$ cat src/rtl/cdc_handshake_tx.sv
// cdc_handshake_tx: source side of a 4-phase req/ack clock-domain crossing.
// Optional CDC_TX_TIMEOUT_EN adds a per-state timeout that aborts the handshake and sets a sticky err.
module cdc_handshake_tx #(
  parameter int WIDTH          = 8,
  parameter int SYNC_STAGES    = 3,
  parameter int TIMEOUT_CYCLES = 1023
) (
  input  logic             clk,
  input  logic             rst,
  input  logic [WIDTH-1:0] data_in,
  input  logic             valid_in,
  output logic             ready_out,
  output logic [WIDTH-1:0] data_out,
  output logic             req_out,
  input  logic             ack_in,
  output logic             busy,
  output logic             done,
  output logic             err
);
  typedef enum logic [1:0] {IDLE, SETUP, REQ_HI, REQ_LO} state_t;
  state_t state, state_n;
  logic [SYNC_STAGES-1:0] sync;
  logic [WIDTH-1:0] data_n;
  logic ack_s, req_n, done_n, to;
  if (SYNC_STAGES < 2 || TIMEOUT_CYCLES < 1) begin : g_bad_params
    $error("cdc_handshake_tx: SYNC_STAGES must be >= 2 and TIMEOUT_CYCLES >= 1");
  end
  assign ack_s     = sync[SYNC_STAGES-1];
  assign ready_out = state == IDLE && !rst;
  assign busy      = state != IDLE;
`ifdef CDC_TX_TIMEOUT_EN
  localparam int CW = $clog2(TIMEOUT_CYCLES + 1);
  logic [CW-1:0] cnt;
`endif
  always_comb begin
    state_n = state;
    req_n   = req_out;
    data_n  = data_out;
    done_n  = 1'b0;
    to      = 1'b0;
    case (state)
      IDLE:   if (valid_in) begin data_n = data_in; state_n = SETUP; end
      // a stale ack from the previous transfer must clear before req may rise
      SETUP:  if (!ack_s) begin req_n = 1'b1; state_n = REQ_HI; end
      REQ_HI: if (ack_s) begin req_n = 1'b0; state_n = REQ_LO; end
      REQ_LO: if (!ack_s) begin done_n = 1'b1; state_n = IDLE; end
    endcase
`ifdef CDC_TX_TIMEOUT_EN
    if (busy && state_n == state && cnt == CW'(TIMEOUT_CYCLES - 1)) begin
      state_n = IDLE;
      req_n   = 1'b0;
      to      = 1'b1;
    end
`endif
  end
  always_ff @(posedge clk) begin
    if (rst) begin
      state    <= IDLE;
      sync     <= '0;
      req_out  <= 1'b0;
      data_out <= '0;
      done     <= 1'b0;
    end else begin
      state    <= state_n;
      sync     <= {sync[SYNC_STAGES-2:0], ack_in};
      req_out  <= req_n;
      data_out <= data_n;
      done     <= done_n;
    end
  end
`ifdef CDC_TX_TIMEOUT_EN
  always_ff @(posedge clk) begin
    if (rst) begin
      cnt <= '0;
      err <= 1'b0;
    end else begin
      cnt <= (busy && state_n == state) ? cnt + 1'b1 : '0;
      err <= err | to;
    end
  end
`else
  assign err = 1'b0;
`endif
endmodule

$ cat config.mk
export PLATFORM = sky130hd
export DESIGN_NAME = cdc_handshake_tx
export DESIGN_NICKNAME = d
export VERILOG_FILES = /design/src/rtl/cdc_handshake_tx.sv
export SDC_FILE = /design/constraint.sdc
export NUM_CORES = 1
export LEC_CHECK = 0
export ABC_AREA = 1
export ABC_CLOCK_PERIOD_IN_PS = 1260
export BUFFER_PORTS_ARGS = -buffer_cell sky130_fd_sc_hd__clkbuf_2
export CAP_MARGIN = 25
export CORE_UTILIZATION = 41
export DETAILED_ROUTE_END_ITERATION = 12
export GPL_TIMING_DRIVEN = 0
export PLACE_DENSITY = 0.68
export REMOVE_ABC_BUFFERS = 1
export SLEW_MARGIN = 20
export SYNTH_ARGS = -nofsm -noshare
export SYNTH_HDL_FRONTEND = slang
export SYNTH_SLANG_ARGS = --single-unit
$ cat constraint.sdc
create_clock -name clk -period 1.26 [get_ports clk]
set_input_delay 0.252 -clock clk [delete_from_list [all_inputs] [get_ports clk]]
set_output_delay 0.252 -clock clk [all_outputs]
set_load 0.02 [all_outputs]
; ---- After elaboration in Yosys (flattened, before gate mapping)
; Cells that the tools add are included.
[totals]
elab_cells = 31
out_inout_bits = 13
latch_bits = 0
n_memories = 0
ff_bits = 15
ram_bits = 0
rom_bits = 0
[op_classes]
muxes = 9
n_addsub = 0
n_div = 0
reduce_logical = 9
eq_ne = 7
bitwise = 1
n_mul = 0
magnitude_cmp = 0
n_shift = 0
[ops]
columns = op, n
row1 = $mux 2, 4
row2 = $ne 2x2->1 const B, 4
row3 = $pmux 2 s4, 1
row4 = $eq 2x2->1 const B, 2
row5 = $reduce_and 4->1, 1
row6 = $reduce_bool 2->1, 2
row7 = $mux 1, 3
row8 = $reduce_and 3->1, 1
row9 = $eq 2x1->1 const B, 1
row10 = $logic_not 2->1, 1
row11 = $pmux 1 s2, 1
row12 = $reduce_and 2->1, 1
row13 = $reduce_or 2->1, 1
row14 = $logic_and 1x1->1, 1
row15 = $logic_not 1->1, 1
row16 = $not 1->1, 1

; ---- Logic depth before layout (Yosys ltp)
[logic_depth]
depth_word = 3
ltp_mapped = 8
mapped_depth_nobuf = 8

; ---- Worst setup path after synthesis
; No wires, ideal clock.
[synth_path]
path_kind = register to output
startpoint = register state[0]
endpoint = output ready_out
slack_ns = -0.073
t_arrival_ns = 1.081
stages_incl_launch_ff = 5
required_time_ns = 1.008
n_path_buf = 0
cell_sequence = dfxtp_1 > inv_1 > ha_1 > inv_1 > nor2_1
[synth_between]
elab_chain_cells = 2
[synth_rtl]
columns = item, line
row1 = "start, declared", 21  ; state_t state, state_n;
row2 = "start signal, assigned", 64  ; state <= state_n;
row3 = $logic_not 2->1, 29  ; assign ready_out = state == IDLE && !rst;
row4 = $logic_and 1x1->1, 29
row5 = "end, declared", 12  ; output logic ready_out,
; Every way passes these cells.

; ---- Worst setup path in the final report
[layout_path]
startpoint = register state[1]
endpoint = output ready_out
; Same word-level chain as after synthesis.

==> impl_metrics.toml <==
[outcome]
status = "finished, violations left"
violations = "setup timing"

[logic_synthesis]
synthMuxAreaShare_pct = 0
synthAdderAreaFrac_pct = 11.32
ys_types = 16
synth-xor-area-share_pct = 0
netlist.top_cell.by_area = "dfxtp_1"
ys_seq_area_share_pct = 45.28
synth_simple_gate_area_share_pct = 26.79
synth_top_family_by_area = "simple AND/OR/NAND/NOR gates"
syn_area_um2 = 663.1
yosysTopAreaCellShare_pct = 45.28
yosys-top-cells-area = "dfxtp_1 (45%), nor2_1 (15%), ha_1 (11%)"
syn_inst = 86
yosysWarnings = 0
synth-compound-area-share_pct = 7.925
synth_seq_cells = 15
avgSynthCellArea_um2 = 7.711

[detailed_routing]
drc = 0
wl_um = 1309
viasPerCell = 4.582
final_antenna_net_count = 0
drt-initial-drc-count = 9
routedWlPerCell_um = 9.769
via_count = 614
drtPass1Iterations = 4

[placement]
place_hpwl_um = 915.8
pre_cts_slack_ps = -115.6
port_buffers = 23
place_congestion = 0.7237

[floorplanning]
initial_core_util_pct = 44.02
die_x_um = 42.22
die_area_um2 = 1782
die_y_um = 42.22
core_area_um2 = 1506
io-pin-count = 25
row_count = 14

[cells_and_area]
num_antenna_cells = 0
syn_to_final_growth_pct = 42.83
nFillCells = 136
final_nets = 137
layout-drive-gt1-share_pct = 44.92

[sta]
slew_violations = 0
setup_violations = 2
max_freq_ghz = 0.7479
rsz0062_at_grt = "yes"
whs_ps = 164.6
worst_slack_ps = -77.11
skew_ps = 2.402
finalCritPeriodShare_pct = 106.1
finalHoldViolations = 0
fin_tns_setup_ps = -94.56
min_period_ps = 1337

[clocking]
cts_sinks = 15
clkTransAtPathRegs_ps = 90
cts-buffers-inserted = 3
worstSkewPairLatency_ps = 270
cts_root_buf = "clkbuf_4"
cts_buffer_depth = 2
postCtsHoldBufs = 0
htree_levels = 1
cts_tree = "yes"

[global_route]
busiest_layer = "met2"
grt_usage_pct = 16.06
antenna_found_initial = 0
met3_usage_pct = 3.017
overflow = 0
grt_util_met2_pct = 29.85
grt_start_max_net_pins = 11
grt_pass1_wl_um = 2270
grt_pass1_vias = 570
met1_usage_pct = 18.72

[critical_path]
cp-end-kind = "output port"
crit_arrival_ps = 1090
worst_setup_path_start_kind = "flop"
crit_type = "reg2out"
reg2reg_depth = 9
worstPathMaxFanout = 2
required_ps = 1010

[power_and_ir_drop]
finalPower_mw = 2.001
leakage_nw = 0.4647
ir_drop_v = 0.001058
powerDensity_nw_per_um2 = 2113

[job]
maxCapViolCount = 0

[min_path]
hold_class = "in2reg"
hold_depth = 3
worst max-delay path, stage by stage (launching register included):
cell and delay [ps]:
dfxtp_4 360, inv_4 60, ha_4 130, inv_2 40
nor2_1 80, buf_4 140
power breakdown:
part           switching, mW  total [mW]  leakage (nW)  internal, mW
Combinational          0.604        1.06         0.322         0.452
Sequential            0.0708       0.680         0.125         0.609
Clock                  0.148       0.265        0.0177         0.117
flip-flops by register name, summed over array words and instances (netlist names):
| register | cells |
|---|---|
| state | 2 |
| req_out | 1 |
| data_out | 8 |
| done | 1 |
| sync | 3 |
layout make-up:
| class | instances | area, um^2 | share of cell area [%] |
|---|---|---|---|
| inverters | 12 | 55.05 | 5.812 |
| multi-input cells | 58 | 365.4 | 38.57 |
| repair buffers | 29 | 171.4 | 18.10 |
| clock buffers | 3 | 22.52 | 2.378 |
| clock inverters | 1 | 5.005 | 0.5284 |
| flip-flops and latches | 15 | 307.8 | 32.50 |
| well taps | 16 | 20.02 | 2.114 |
cells in the final DEF (no fill, tap or decap), types with 2 or more instances in the layout:
cell type / n
nand2_1: 7
nand2_2: 5
inv_2: 4
clkbuf_2: 21
ha_4: 3
inv_1: 5
buf_4: 7
ha_1: 2
o21ai_0: 2
inv_4: 2
nor2_1: 26
o21ai_1: 6
dfxtp_1: 13
dfxtp_4: 2
clkbuf_4: 3
timing repair:
item / 4_1_cts / 5_1_grt
gates resized for setup: 17 / 7
pin swaps: 2 / 3
hold endpoints to repair: 0 / 0
setup buffers: 6 / 0
setup endpoints to repair: 12 / 13
cells by family (layout without fill, tap and decap cells):
kind of cell             count (synthesis)  after routing
AO/OA/AOI/OAI                           10             10
adder cells (fa/ha/maj)                  6              6
buffers and inverters                   13             45
flip-flops                              15             15
other                                    1              1
AND/OR/NAND/NOR                         41             41
worst paths after layout:
check / from / to / slack (ps)
max reg2reg: state[1] / state[0] / 50
max: state[1] / ready_out / -80
min reg2reg: sync[1] / sync[2] / 430
min: ack_in / sync[0] / 160
cells in the mapped netlist:
cell and instances:
nor2_1 26, dfxtp_1 15, inv_1 8, nand2_1 8, ha_1 6, o21ai_1 6, nand2_2 5, inv_2 3
o21ai_0 2, a21oi_1 1, buf_4 1, clkinv_2 1, conb_1 1, nand3b_1 1, nor2_4 1, o211ai_1 1
metal layers:
metal,vias to the layer above,wire length (um)
li1,320,-
met3,2,59
met5,-,0
met4,0,10
met1,276,571
met2,16,669
stage by stage:
stage / cells / instance area, um^2 / util (%)
6_report: 134 / 947.2 / 62.87
5_1_grt: 134 / 947.2 / 62.87
4_1_cts: 134 / 915.9 / 60.80
3_5_place_dp: 124 / 790.8 / 52.49
3_3_place_gp: 124 / 790.8 / 52.49
2_1_floorplan: 85 / 655.6 / -
(Power assumes the default switching activity.)
